File: config.mk
export PLATFORM = sky130hd
export DESIGN_NAME = lh_multi_req_sched
export DESIGN_NICKNAME = d
export VERILOG_FILES = /design/src/rtl/lh_multi_req_sched.sv
export SDC_FILE = /design/constraint.sdc
export NUM_CORES = 1
export LEC_CHECK = 0
export CAP_MARGIN = 20
export CORE_ASPECT_RATIO = 1.2
export CORE_MARGIN = 2
export CORE_UTILIZATION = 46
export CTS_CLUSTER_SIZE = 8
export DETAILED_ROUTE_END_ITERATION = 7
export PLACE_DENSITY = 0.95
export SLEW_MARGIN = 20
export SYNTH_ARGS = -nofsm -noshare
export SYNTH_HDL_FRONTEND = slang
export SYNTH_SLANG_ARGS = --single-unit
File: constraint.sdc
create_clock -name clk -period 3.4 [get_ports clk]
set_input_delay 0.68 -clock clk [delete_from_list [all_inputs] [get_ports clk]]
set_output_delay 0.68 -clock clk [all_outputs]
set_load 0.01 [all_outputs]
File: src/rtl/lh_multi_req_sched.sv
// rtl/lh_multi_req_sched.sv - round-robin scheduler sharing one light_hash core among N_REQ byte streams
// Optional watchdog on core wait states: define LH_SCHED_TIMEOUT_EN.
module lh_multi_req_sched #(
    parameter int N_REQ       = 4,
    parameter int ID_W        = $clog2(N_REQ),
    parameter int TIMEOUT_CYC = 255
) (
    input  logic               clk,
    input  logic               rst,
    input  logic [N_REQ-1:0]   req_valid,
    input  logic [8*N_REQ-1:0] req_byte,
    input  logic [N_REQ-1:0]   req_last,
    output logic [N_REQ-1:0]   req_ready,
    output logic [7:0]         core_byte,
    output logic               core_valid,
    input  logic               core_busy,
    input  logic [63:0]        core_digest,
    input  logic               core_dig_rdy,
    input  logic               core_err,
    output logic               rsp_valid,
    input  logic               rsp_ready,
    output logic [63:0]        rsp_digest,
    output logic [ID_W-1:0]    rsp_id,
    output logic [1:0]         rsp_err
);

    typedef enum logic [3:0] {
        S_IDLE, S_START, S_WSTART, S_ACCEPT, S_SEND,
        S_WBYTE, S_END, S_WDIG, S_DRAIN, S_RSP
    } state_t;

    localparam logic [1:0] ERR_OK    = 2'b00;
    localparam logic [1:0] ERR_BYTE  = 2'b01;
    localparam logic [1:0] ERR_CORE  = 2'b10;
    localparam logic [1:0] ERR_TMO   = 2'b11;

    if (N_REQ < 2 || N_REQ > 16 || ID_W != $clog2(N_REQ) || TIMEOUT_CYC < 1) begin : g_bad_cfg
        $error("lh_multi_req_sched: unsupported parameter set");
    end

    state_t            r_state;
    state_t            w_next;
    logic [ID_W-1:0]   r_grant;
    logic [ID_W-1:0]   r_rr;
    logic [7:0]        r_byte;
    logic              r_last;
    logic              r_last_seen;
    logic [1:0]        r_err;
    logic [63:0]       r_digest;

    logic [N_REQ-1:0]  w_onehot;
    logic              w_sel_valid;
    logic [7:0]        w_sel_byte;
    logic              w_sel_last;
    logic              w_sel_bad;
    logic [ID_W-1:0]   w_pick;
    logic              w_tmo;

    // First requesting index at or after the rr pointer, wrapping around.
    function automatic logic [ID_W-1:0] f_pick(input logic [N_REQ-1:0] valid,
                                               input logic [ID_W-1:0]  rr);
        logic [ID_W-1:0] pick;
        logic            found;
        int              idx;
        pick  = rr;
        found = 1'b0;
        for (int k = 0; k < N_REQ; k++) begin
            idx = (int'(rr) + k) % N_REQ;
            if (!found && valid[idx]) begin
                found = 1'b1;
                pick  = ID_W'(idx);
            end
        end
        return pick;
    endfunction

    assign w_pick      = f_pick(req_valid, r_rr);
    assign w_onehot    = {{(N_REQ-1){1'b0}}, 1'b1} << r_grant;
    assign w_sel_valid = req_valid[r_grant];
    assign w_sel_byte  = req_byte[8*r_grant +: 8];
    assign w_sel_last  = req_last[r_grant];
    assign w_sel_bad   = (w_sel_byte == 8'h00) || (w_sel_byte == 8'hFF);

`ifdef LH_SCHED_TIMEOUT_EN
    localparam int TW = $clog2(TIMEOUT_CYC + 1);
    logic [TW-1:0] r_tmo_cnt;
    logic          w_in_wait;

    assign w_in_wait = (r_state == S_WSTART) || (r_state == S_WBYTE) || (r_state == S_WDIG);
    assign w_tmo     = w_in_wait && (r_tmo_cnt >= TW'(TIMEOUT_CYC - 1));

    // Leaving a wait state always passes through a non-wait state, so the count restarts on entry.
    always_ff @(posedge clk) begin
        if (rst || !w_in_wait) begin
            r_tmo_cnt <= '0;
        end else if (!w_tmo) begin
            r_tmo_cnt <= r_tmo_cnt + 1'b1;
        end
    end
`else
    assign w_tmo = 1'b0;
`endif

    always_comb begin
        w_next     = r_state;
        req_ready  = '0;
        core_valid = 1'b0;
        core_byte  = 8'h00;
        case (r_state)
            S_IDLE:   if (|req_valid) w_next = S_START;
            S_START: begin
                core_byte  = 8'hFF;
                core_valid = 1'b1;
                w_next     = S_WSTART;
            end
            S_WSTART: begin
                if (!core_busy) w_next = S_ACCEPT;
                else if (w_tmo) w_next = S_DRAIN;
            end
            S_ACCEPT: begin
                req_ready = w_onehot;
                if (w_sel_valid) w_next = w_sel_bad ? S_END : S_SEND;
            end
            S_SEND: begin
                core_byte  = r_byte;
                core_valid = 1'b1;
                w_next     = S_WBYTE;
            end
            S_WBYTE: begin
                if (core_err)        w_next = r_last_seen ? S_RSP : S_DRAIN;
                else if (!core_busy) w_next = r_last ? S_END : S_ACCEPT;
                else if (w_tmo)      w_next = r_last_seen ? S_RSP : S_DRAIN;
            end
            S_END: begin
                core_byte  = 8'h00;
                core_valid = 1'b1;
                w_next     = S_WDIG;
            end
            S_WDIG: begin
                if (core_dig_rdy || w_tmo) w_next = r_last_seen ? S_RSP : S_DRAIN;
            end
            S_DRAIN: begin
                req_ready = w_onehot;
                if (w_sel_valid && w_sel_last) w_next = S_RSP;
            end
            S_RSP:    if (rsp_ready) w_next = S_IDLE;
            default:  w_next = S_IDLE;
        endcase
    end

    always_ff @(posedge clk) begin
        if (rst) begin
            r_state     <= S_IDLE;
            r_grant     <= '0;
            r_rr        <= '0;
            r_byte      <= 8'h00;
            r_last      <= 1'b0;
            r_last_seen <= 1'b0;
            r_err       <= ERR_OK;
            r_digest    <= 64'd0;
        end else begin
            r_state <= w_next;
            case (r_state)
                S_IDLE: if (|req_valid) begin
                    r_grant     <= w_pick;
                    r_last_seen <= 1'b0;
                    r_last      <= 1'b0;
                    r_err       <= ERR_OK;
                    r_digest    <= 64'd0;
                end
                S_WSTART: if (core_busy && w_tmo) r_err <= ERR_TMO;
                S_ACCEPT: if (w_sel_valid) begin
                    r_byte <= w_sel_byte;
                    r_last <= w_sel_last;
                    if (w_sel_last) r_last_seen <= 1'b1;
                    if (w_sel_bad)  r_err <= ERR_BYTE;
                end
                S_WBYTE: begin
                    if (core_err)                r_err <= ERR_CORE;
                    else if (core_busy && w_tmo) r_err <= ERR_TMO;
                end
                // A digest is only meaningful when the message reached the core cleanly.
                S_WDIG: begin
                    if (core_dig_rdy) begin
                        if (r_err == ERR_OK) r_digest <= core_digest;
                    end else if (w_tmo && r_err == ERR_OK) begin
                        r_err <= ERR_TMO;
                    end
                end
                S_RSP: if (rsp_ready) begin
                    r_rr <= (r_grant == ID_W'(N_REQ - 1)) ? '0 : r_grant + 1'b1;
                end
                default: ;
            endcase
        end
    end

    assign rsp_valid  = (r_state == S_RSP);
    assign rsp_digest = rsp_valid ? r_digest : 64'd0;
    assign rsp_id     = rsp_valid ? r_grant  : '0;
    assign rsp_err    = rsp_valid ? r_err    : ERR_OK;

endmodule

==> results.ini, run 1 <==
[run_status]
status=finished with violations
violations=design-rule violations

[timing]
skew_ps=5.432
max_slew_margin_pct=40.48
hold_slack_ps=444.6
tns_ps=0
period_needed_ps=3161
hold_violations=0
report.final.slew_viol_count=0
fmax_mhz=316.4
setup_slack_ps=239.1
final-setup-viol-count=0
tightest_slew_ps=892.8
rsz0062_at_grt=false
fin_crit_sh_pct=92.97

[layout]
final_cells=859
mostFrequentLayoutCell=clkdlybuf4s50_1
layout-drive-gt1-share_pct=5.299
final_nets=845
final_cell_mix=clkdlybuf4s50_1 (190), nand2_1 (96), a21oi_1 (96)
synthToLayoutAreaGrowth_pct=51.22
final_area_mm2=0.006649
antenna_cells=0
nFillCells=698
utilization_pct=70.60

[worst_setup_path]
r2r_slack_ps=680
cp-start-kind=register
critical_path_class=reg -> out
r2r-start=r_grant[0]
startpoint=r_state[0]
worstPathArrival_ps=2480
path_max_fanout=47
end_kind=primary output
r2r_cells=5
cp.required_ps=2720
r2r_end=r_err[0]

[yosys]
synth_edf_count=0
synthArstFlopShare_pct=0
ys_ff_latch=84
synth_top_cell_by_area=dfxtp_1
synth.area.top_cells=dfxtp_1 (38%), a21oi_1 (11%), and2_1 (9.8%)
yosys.area.top_type_share_pct=38.25
seq_area_frac_synth_pct=38.25
synthFlopType=dfxtp_1
syn_area_per_cell_um2=7.714
syn_area_mm2=0.004397
yosysWarnings=0
synthCells=570
yosysUniqueCellTypes=49
syn_nets=684

[power_and_ir_drop]
ir_drop_v=0.0002891
netSwitchingFraction_pct=32.05
clkPwrFrac_pct=33.9
finalPower_mw=2.905
powerDensity_mw_per_mm2=436.9
power_frac_seq_pct=36.7
p_switching_mw=0.9311
internal_power_mw=1.974
p_leak_nw=2.234
p_comb_share_pct=29.4

[global_route]
grt_pass1_wl_mm=22.77
antenna_found_initial=0
grtUsageTotal_pct=26.85
grt_max_degree=85
grt_remaining_overflow=0
grt_pass1_vias=4873

[place]
port_buffers=191
place_congestion=0.9296
dpl_cell_area_mm2=0.006344
place.detailed.hpwl_mm=10.13
placed_cells=843
pre_cts_slack_ps=391.8

[clock_tree]
postCtsHoldBufs=0
clockRootBuffer=clkbuf_16
htree_levels=3
cts_inserted_buffers=9
tritoncts=built
cts_sinks=84
worst_skew_pair.late_latency_ps=330
clk_path_buf_depth=2
clkTransAtPathRegs_ps=60

[min_path]
holdPathEnd=r_digest[7]
hold_class=reg -> reg
whs_path_depth=2
hp-start=r_digest[7]

[drt]
wirelength_mm=14.28
drcViolationCount=1
postRouteAntennaNets=0
dr.first_iter.drc_count=377
vias=4928
viasPerCell=5.737
wl_per_cell_um=16.62
first_pass_iters=7

[floorplanning]
die_h_um=111.1
die_w_um=93.25
die_area_mm2=0.01036
start_util_pct=46.69
rows=39
io_pins=192
coreArea_mm2=0.009418

[run]
cap_viol_max_count=0

==> worst max-delay path by stage <==
| stage | cells past startpoint | end | slack, ps |
|---|---|---|---|
| after floorplan | 5 | r_err[0] | 1120 |
| after global placement | 5 | rsp_digest[6] | 490 |
| after detailed placement | 5 | rsp_digest[11] | 390 |
| after CTS | 5 | rsp_digest[11] | 50 |
| after global routing | 5 | rsp_digest[11] | 120 |
| final | 5 | rsp_digest[11] | 240 |
==> power groups by stage <==
stage | Clock [mW] | Combinational [mW] | Sequential (mW)
global route | 1.05 | 0.914 | 1.07
detailed placement | 0 | 0.840 | 1.08
global placement | 0 | 0.824 | 1.08
CTS | 1.00 | 0.845 | 1.06
floorplan | 0 | 0.520 | 1.04
finish | 0.986 | 0.854 | 1.07
==> critical path, stage by stage (launching register included) <==
cell and delay [ps]:
dfxtp_2 510, nand2_1 250, nor3_2 190, buf_4 390
and2_1 210, clkdlybuf4s50_1 560
==> cells by family (layout without fill, tap and decap cells) <==
| family | after synthesis | count (layout) | share of synthesized area (%) |
|---|---|---|---|
| AO/OA/AOI/OAI | 123 | 123 | 15.51 |
| adder cells (fa/ha/maj) | 4 | 4 | 1.138 |
| buffers and inverters | 59 | 225 | 5.805 |
| flip-flops | 84 | 84 | 38.25 |
| multiplexers | 11 | 11 | 5.948 |
| AND/OR/NAND/NOR | 289 | 289 | 33.35 |
==> synth_stat cells, drive strengths merged (3+ instances only) <==
cell	number
a21oi	96
and2	69
buf	11
clkbuf	38
dfxtp	84
ha	4
inv	9
mux4	10
nand2	96
nand3	79
nor2	15
nor3	4
nor3b	4
nor4	4
nor4bb	3
o21ai	8
==> state kept, by name, indices dropped and copies added, names as in the netlist <==
register / flops
r_grant: 2
r_state: 4
r_err: 2
r_last_seen: 1
r_byte: 8
r_digest: 64
r_rr: 2
r_last: 1
==> routing by layer <==
layer / part of all wire [%] / track usage, % / wire [um]
met5: 0 / 0 / 0
met4: 3.9 / 12.75 / 553
met3: 7.9 / 7.070 / 1125
met2: 52 / 48.11 / 7434
met1: 36 / 28.69 / 5161
==> layout make-up <==
| type | instances | area, um2 | area share [%] |
|---|---|---|---|
| inverter | 9 | 33.78 | 0.5081 |
| multi-input combinational | 427 | 2475 | 37.22 |
| timing repair buffer | 200 | 1999 | 30.07 |
| clock buffer | 12 | 256.5 | 3.858 |
| sequential | 84 | 1683 | 25.31 |
| clock inverter | 4 | 47.55 | 0.7151 |
| tap | 123 | 153.9 | 2.315 |
==> timing repair <==
item	in CTS	in global routing
gates resized for setup	0	1
endpoints found under the setup margin	0	47
setup buffers	0	0
endpoints found under the hold margin	0	0
Note: power is estimated with default switching activity, not from simulation.
==> inputs of run 2 (changes only) <==
--- a/config.mk
+++ b/config.mk
@@ -8,10 +8,10 @@
 export CAP_MARGIN = 20
 export CORE_ASPECT_RATIO = 1.2
 export CORE_MARGIN = 2
-export CORE_UTILIZATION = 46
+export CORE_UTILIZATION = 40
 export CTS_CLUSTER_SIZE = 8
 export DETAILED_ROUTE_END_ITERATION = 7
-export PLACE_DENSITY = 0.95
+export PLACE_DENSITY = 0.85
 export SLEW_MARGIN = 20
 export SYNTH_ARGS = -nofsm -noshare
 export SYNTH_HDL_FRONTEND = slang
==> run 2 against run 1 <==
Compared with the run above: the flow now finishes without violations; critical path type unchanged; critical endpoint is now rsp_digest[7]; non-clock buffer count increased by 1; critical path depth is the same; worst setup slack better by 93 ps; flip-flop and latch count is the same; register-to-register slack worse by 30 ps; clock power up 0.5%; cell count up 0.81%; worst hold slack better by 2.5 ps; first-iteration DRC count shrank 19%; wire length decreased by 1.3%.
==> results.ini, run 2 (same netlist as run 1, synthesis figures left out) <==
[worst_setup_path]
crit_path_cell_trace=nand2_1 > nor3_2 > buf_4 > and2_1 > clkdlybuf4s50_1
cp-start-kind=register
cp.required_ps=2720
max_stage_delay_ps=540
critical_path_class=reg -> out
end_kind=primary output
worstPathArrival_ps=2390
r2r_cells=7
path_max_fanout=48
slowest_stage=clkdlybuf4s50_1

[min_path]
hold_class=reg -> reg
whs_path_depth=2

[floorplanning]
coreArea_mm2=0.01062
die_w_um=99.71
io_pins=192
start_util_pct=41.40
die_area_mm2=0.01185
rows=41
die_h_um=118.8

[place]
dpl_cell_area_mm2=0.006371
place.detailed.hpwl_mm=9.981
port_buffers=191
place_congestion=1.007

[global_route]
grt_pass1_vias=4675
grt_remaining_overflow=0
grtUsageTotal_pct=22.72
antenna_found_initial=0
grt_pass1_wl_mm=22.03
grt_max_degree=85

[power_and_ir_drop]
ir_drop_v=0.0002942
powerDensity_mw_per_mm2=437.0
p_leak_nw=2.241

[layout]
mostFrequentLayoutCell=clkdlybuf4s50_1
final_nets=846
regMostFlops=r_digest
layout-drive-gt1-share_pct=5.292
reg.largest.list=r_digest x64, r_byte x8, r_state x4
final_cell_mix=clkdlybuf4s50_1 (190), nand2_1 (96), a21oi_1 (96)
utilization_pct=62.85
final_area_mm2=0.006674
antenna_cells=0
largest_reg_flops=64
synthToLayoutAreaGrowth_pct=51.79

[clock_tree]
cts.repair.resized=0
tritoncts=built
clk_path_buf_depth=2
htree_levels=3
postCtsHoldBufs=0
cts_sinks=84
clockRootBuffer=clkbuf_16
worst_skew_pair.late_latency_ps=330
cts_inserted_buffers=9
postCtsSetupBuffers=0
clkTransAtPathRegs_ps=70

[timing]
tightest_slew_ps=837.8
skew_ps=8.197
tns_ps=0
hold_slack_ps=447.1
rsz0062_at_grt=false
fmax_mhz=325.9
hold_violations=0
period_needed_ps=3068
max_slew_margin_pct=43.72
final-setup-viol-count=0
report.final.slew_viol_count=0
fin_crit_sh_pct=90.24

[drt]
first_pass_iters=5
wl_per_cell_um=16.27
postRouteAntennaNets=0
viasPerCell=5.529
dr.first_iter.drc_count=305
drcViolationCount=0
vias=4788
wirelength_mm=14.09

[run]
cap_viol_max_count=0

[run_status]
status=completed

-- run 2: cell count changes in the layout (fill, tap and decap cells not counted) --
cell	before	now
buf_12	2	3
clkbuf_8	2	1
clkinv_2	2	1
clkinv_4	0	1
dfxtp_1	83	84
dfxtp_2	1	0
inv_6	0	1
-- run 2: metrics by stage --
| step | setup slack [ps] | power [mW] | std cells |
|---|---|---|---|
| 2_1_floorplan | 1117 | 1.558 | 570 |
| 5_1_grt | 188.0 | 3.040 | 866 |
| 4_1_cts | 326.3 | 2.926 | 866 |
| 3_5_place_dp | 400.8 | 1.938 | 850 |
| 6_report | 331.9 | 2.917 | 866 |
| 3_3_place_gp | 530.0 | 1.910 | 850 |
-- run 2: cell type report --
| cell class | count | area [um2] |
|---|---|---|
| clock inverter | 5 | 60.06 |
| inverter | 9 | 33.78 |
| clock buffer | 11 | 242.7 |
| tap | 129 | 161.4 |
| timing repair buffer | 201 | 2019 |
| fill | 885 | 3945 |
| sequential | 84 | 1682 |
| multi-input combinational | 427 | 2475 |
-- run 2: final timing paths --
kind	start	end	slack, ps
max	r_state[0]	rsp_digest[7]	330
min	r_digest[60]	r_digest[60]	450
max reg2reg	r_state[2]	r_digest[9]	650
min reg2reg	r_digest[60]	r_digest[60]	450
-- run 2: critical path: cells and delay by family (launching register included) --
family	cells	cell delay [ps]
simple gates	3	580
buf+inv	2	910
flops	1	530
-- run 2: where the power goes --
part,switching (mW),leakage (nW),total (mW),internal [mW]
clock network,0.399,0.146,0.991,0.592
registers,0.0568,0.677,1.06,1.00
logic,0.498,1.42,0.864,0.366
-- run 2: per-layer routing --
metal	global-route usage [%]	vias to the layer above	share of wire (%)
li1	-	2302	-
met1	24.94	2248	36
met2	41.09	206	53
met3	6.221	32	8.2
met4	8.733	0	2.6
met5	0	-	0
==> RTL edit 1: new RTL, settings of run 1 <==
The parameter `N_REQ` goes from 4 to 8.
--- a/src/rtl/lh_multi_req_sched.sv
+++ b/src/rtl/lh_multi_req_sched.sv
@@ -3,3 +3,3 @@
 module lh_multi_req_sched #(
-    parameter int N_REQ       = 4,
+    parameter int N_REQ       = 8,
     parameter int ID_W        = $clog2(N_REQ),
Interface: changed (5 resized); port bits go from 192 to 237. The function was not compared with the original's and may differ.
==> RTL edit 1 against run 1 <==
Design area grew 28%. Highest routed layer unchanged. Combinational power up 91%. Worst setup slack got worse by 0.12 ns. Synthesized area grew 29%. Power grew 26%. Routed wire length up 32%. Clock skew about the same. Die area rose by 28%. Critical path type unchanged. Non-clock buffer count grew 58. Synthesized cell count grew 26%. Sequential cell count is 2 higher.
==> RTL edit 1: results (changes against run 1) <==
Total of warnings raised by yosys: 0 (unchanged)
Post-placement cell count: 1078 (+28%)
Worst setup slack before clock tree synthesis: 0.0943 ns (-0.298 ns)
Total setup buffers inserted after CTS: 0 (unchanged)
Most frequent cells after synthesis: 103 x sky130_fd_sc_hd__nand2_1, 96 x sky130_fd_sc_hd__a21oi_1, 86 x sky130_fd_sc_hd__dfxtp_1
Largest fanout on the critical path: 9 (-81%)
Syn nets: 877 (+28%)
Largest net degree at the start of global routing: 65 (-24%)
Initial antenna violation count: 0 (unchanged)
Slowest cell on the critical path: sky130_fd_sc_hd__dfxtp_1
Clock latency at the later pin of the worst-skew pair: 0.33 ns (about the same)
Hold violation count in the final report: 0 (unchanged)
Vias in the first global route: 6124 (+26%)
Number of cells on the worst reg-to-reg path: 10 (+5)
Ranking of synthesized cells by area: sky130_fd_sc_hd__dfxtp_1 30%, sky130_fd_sc_hd__mux4_2 11%, sky130_fd_sc_hd__a21oi_1 8.4%, sky130_fd_sc_hd__and2_1 7.5%, sky130_fd_sc_hd__nand2_1 6.8%
Critical path data arrival time: 2.60 ns (+0.12 ns)
Standard cell area after detailed placement: 0.00823 mm² (+30%)
Total half-perimeter wirelength after legalization and detailed placement: 13900 µm (+37%)
Routed wirelength normalized by instance count: 17.2 µm (+3.7%)
Routed length on met2: 9500 µm (+28%)
Port Buf Inserts: 236 (+24%)
Sequential cell area fraction in the yosys report: 0.303 (-0.0797)
Number of distinct standard cells referenced by the synthesized netlist: 63 (+29%)
Total GRT Usage: 0.277 (+0.00898)
Clock Tree Buf Depth: 2 (unchanged)
Clock root cell: sky130_fd_sc_hd__clkbuf_16
Worst clock skew: 0.00498 ns (-0.000450 ns)
Global-route wire length before repair: 30100 µm (+32%)
Share of layout cells above drive strength 1: 0.0954 (+0.0424)
Met3 Wirelength: 1650 µm (+47%)
FILL cells: 865 (+24%)
Worst min-delay path startpoint: r_digest[9]
Startpoint of the worst register-to-register path: r_rr[1]
Delay of the slowest critical-path stage: 0.54 ns (-0.02 ns)
Drt first-iter violations: 590 (+56%)
Total leakage power: 2.94 nW (+31%)
Ys async rst share: 0 (unchanged)
Weighted congestion at the end of routability-driven global placement: 0.912 (-1.9%)
Destination of the worst register-to-register timing path: r_grant[1]
Register-to-register path setup slack: 0.24 ns (-0.44 ns)
Result of the run: complete, no violations
Overall via count from detail_route: 6330 (+28%)
H-tree Lvls: 3 (unchanged)
Hold Path Sink: r_digest[9]
Worst Tran Pin Value: 0.766 ns (-0.126 ns)
Met1 WL: 7080 µm (+37%)
Gate count of the mapped netlist: 719 (+26%)
Routed wire length: 18900 µm (+32%)
IR drop worst, VDD: 0.383 mV (+32%)
Hold slack: 0.443 ns (-0.00121 ns)
-- RTL edit 1: cell count changes after synthesis, moves of 5 or more --
cell and change:
sky130_fd_sc_hd__buf_1 +7, sky130_fd_sc_hd__nand2_1 +7, sky130_fd_sc_hd__nand3_1 -9, sky130_fd_sc_hd__mux4_1 -6, sky130_fd_sc_hd__mux4_2 +25, sky130_fd_sc_hd__mux2i_1 +16, sky130_fd_sc_hd__or3_1 +5, sky130_fd_sc_hd__nor3_1 +10
sky130_fd_sc_hd__nor2_1 +39, sky130_fd_sc_hd__and3_1 +6, sky130_fd_sc_hd__clkbuf_1 +5
-- RTL edit 1: logic make-up after synthesis --
logic type      after synthesis  share of synthesized area
fa+ha+maj                     8                     0.0176
xor+xnor                      3                    0.00462
compound gates              150                      0.161
simple gates                348                      0.301
mux                          52                      0.160
buf+inv                      72                     0.0532
flops                        86                      0.303
-- RTL edit 1: what timing repair did --
| item | CTS | global route |
|---|---|---|
| setup endpoints to repair | 0 | 8 |
| hold endpoints to repair | 0 | 0 |
| gates resized for setup | 0 | 4 |
-- RTL edit 1: worst reg2reg max path, stage by stage, from the launching register on --
cell                        delay (ns)
sky130_fd_sc_hd__dfxtp_1          0.33
sky130_fd_sc_hd__inv_1            0.11
sky130_fd_sc_hd__ha_1             0.63
sky130_fd_sc_hd__mux2_2           0.41
sky130_fd_sc_hd__nor3_1           0.34
sky130_fd_sc_hd__a211oi_4         0.10
sky130_fd_sc_hd__o21ai_4          0.27
sky130_fd_sc_hd__nand4b_1         0.23
sky130_fd_sc_hd__a2111oi_0        0.41
sky130_fd_sc_hd__a211oi_1         0.10
sky130_fd_sc_hd__o21a_1           0.14
-- RTL edit 1: per-layer routing --
layer / up-vias / GRT usage
met5: - / 0
met1: 2953 / 0.325
met2: 345 / 0.479
met3: 52 / 0.0756
li1: 2980 / -
met4: 0 / 0.112
-- RTL edit 1: where the power goes --
group | total [mW] | internal, mW | switching, mW
Sequential | 1.12 | 1.05 | 0.0751
Clock | 0.906 | 0.497 | 0.408
Combinational | 1.63 | 0.700 | 0.927
Total | 3.65 | 2.24 | 1.41
-- RTL edit 1: area by class of cell --
type                       count  area, µm²  share of cell area
clock buffer                   9        225              0.0264
clock inverter                 7       48.8             0.00573
inverter                      12       48.8             0.00573
multi-input combinational    561       3700               0.434
sequential                    86       1720               0.202
tap                          161        201              0.0236
timing repair buffer         258       2570               0.302
-- RTL edit 1: worst max path at each step --
stage / slack [ns] / to
2_1_floorplan: 0.54 / r_grant[1]
3_3_place_gp: 0.21 / r_grant[1]
3_5_place_dp: 0.09 / r_grant[1]
4_1_cts: 0.01 / req_ready[6]
5_1_grt: -0.01 / req_ready[5]
6_report: 0.12 / req_ready[6]
==> RTL edit 2: new RTL, flow settings as in run 1 <==
Made on the original files. Encoding of `state_t`: now Gray code (4 bits for 10 states).
--- a/src/rtl/lh_multi_req_sched.sv
+++ b/src/rtl/lh_multi_req_sched.sv
@@ -27,4 +27,4 @@
     typedef enum logic [3:0] {
-        S_IDLE, S_START, S_WSTART, S_ACCEPT, S_SEND,
-        S_WBYTE, S_END, S_WDIG, S_DRAIN, S_RSP
+        S_IDLE = 4'b0000, S_START = 4'b0001, S_WSTART = 4'b0011, S_ACCEPT = 4'b0010, S_SEND = 4'b0110,
+        S_WBYTE = 4'b0111, S_END = 4'b0101, S_WDIG = 4'b0100, S_DRAIN = 4'b1100, S_RSP = 4'b1101
     } state_t;
Behaviour: same outputs for any inputs over 4 cycles, from zero or initial values and one cycle with rst high; so few cycles prove little.
==> RTL edit 2 against run 1 <==
Sequential cell count unchanged. Global-route usage down 2.8 points. Worst setup slack better by 0.0082 ns. Power grew 24%. Die area increased by 2.1%. Synthesized area rose by 2.2%. Design area is 1.4% higher. Routed wire length decreased by 9.1%. Critical path type unchanged. Largest power group is now combinational cells.
==> RTL edit 2: results (changes against run 1) <==
Result of the run: complete, no violations
Syn nets: 666 (-2.6%)
IR drop worst, VDD: 0.649 mV (+120%)
Largest fanout on the critical path: 46 (-2.1%)
Adder-cell share of the synthesized area: 0.0111 (-0.000241)
Destination of the worst register-to-register timing path: r_state[1]
Vias in the first global route: 4445 (-8.8%)
Hold Path Sink: r_digest[14]
Complex-gate fraction of the synthesized area: 0.135 (-0.0206)
Sequential cell area fraction in the yosys report: 0.374 (-0.00810)
Internal: 2.32 mW (+17%)
Total leakage power: 2.34 nW (+4.8%)
Worst min-delay path startpoint: r_digest[14]
Met1 Usage GRT: 0.262 (-0.0251)
Drt first-iter violations: 227 (-40%)
Share of layout cells above drive strength 1: 0.0556 (+0.00264)
Total GRT Usage: 0.240 (-0.0284)
Count of nets after finishing: 828 (-2.0%)
Met2 Resource Use GR: 0.440 (-0.0415)
Grt met3 use: 0.0644 (-0.00627)
Number of distinct standard cells referenced by the synthesized netlist: 46 (-6.1%)
Hold slack: 0.465 ns (+0.0207 ns)
Overall via count from detail_route: 4601 (-6.6%)
Number of detailed-route iterations in the first pass: 4 (-3)
FILL cells: 743 (+6.4%)
Register-to-register path setup slack: 0.82 ns (+0.14 ns)
Global-route wire length before repair: 20700 µm (-9.2%)
Largest net degree at the start of global routing: 66 (-22%)
Ranking of synthesized cells by area: sky130_fd_sc_hd__dfxtp_1 37%, sky130_fd_sc_hd__and2_1 9.9%, sky130_fd_sc_hd__a21oi_1 9.6%, sky130_fd_sc_hd__nand2b_1 9.1%, sky130_fd_sc_hd__nand3_1 7.8%
Most frequent cells after synthesis: 86 x sky130_fd_sc_hd__a21oi_1, 84 x sky130_fd_sc_hd__dfxtp_1, 71 x sky130_fd_sc_hd__and2_1
Weighted congestion at the end of routability-driven global placement: 0.951 (+2.2%)
Delay of the slowest critical-path stage: 0.67 ns (+0.11 ns)
-- RTL edit 2: changes by cell type in the layout (fill, tap and decap cells not counted), sizes merged, moves of 6 or more --
cell,change
nand2,-75
a21oi,-10
nand3,-9
mux2i,+8
nand2b,+63
nor2,+8
nor2b,+6
-- RTL edit 2: power groups by stage --
stage	combinational (mW)	sequential (mW)	clock, mW
4_1_cts	1.52	1.15	0.941
6_report	1.53	1.16	0.919
5_1_grt	1.66	1.17	0.992
2_1_floorplan	1.09	1.11	0
3_3_place_gp	1.48	1.17	0
3_5_place_dp	1.53	1.17	0
-- RTL edit 2: stage by stage --
step / cell area (µm²) / setup WS [ns] / std cells
floorplan: 4490 / 1.11 / 552
global placement: 6450 / 0.629 / 826
detailed placement: 6450 / 0.530 / 826
CTS: 6730 / 0.167 / 842
global route: 6740 / 0.108 / 842
finish: 6740 / 0.247 / 842
-- RTL edit 2: worst max path at each step --
| stage | from | to |
|---|---|---|
| 2_1_floorplan | req_byte[9] | r_state[1] |
| 3_5_place_dp | r_state[0] | rsp_digest[49] |
| 4_1_cts | r_state[0] | rsp_digest[49] |
| 6_report | r_state[0] | rsp_digest[49] |
| 5_1_grt | r_state[0] | rsp_digest[49] |
| 3_3_place_gp | req_byte[15] | r_state[1] |
-- RTL edit 2: area by class of cell --
class	instances	area share
sequential	84	0.250
inverter	9	0.00501
multi-input combinational	411	0.383
clock inverter	6	0.00706
clock buffer	10	0.0355
tap	123	0.0228
timing repair buffer	199	0.297
-- RTL edit 2: worst register-to-register path, delay by kind of cell, from the launching register on --
| family | cells | cell delay [ns] |
|---|---|---|
| AOI/OAI and AO/OA | 2 | 0.35 |
| muxes | 1 | 0.70 |
| DFF | 1 | 0.68 |
| and+or+nand+nor | 2 | 0.74 |
-- RTL edit 2: kinds of logic after synthesis --
kind of cell	count (synthesis)
DFF	84
muxes	19
and+or+nand+nor	278
AOI/OAI and AO/OA	110
buffers and inverters	57
adders and majority gates	4
-- RTL edit 2: repair_timing --
action                                  in CTS  in global routing
gates resized for setup                      0                  2
endpoints found under the setup margin       0                  4
endpoints found under the hold margin        0                  0
hold buffers                                 0                  0
-- RTL edit 2: routing by layer --
layer / part of all wire / vias to the layer above
met5: 0 / -
met4: 0.025 / 0
met3: 0.070 / 28
met2: 0.52 / 197
met1: 0.39 / 2171
li1: - / 2205
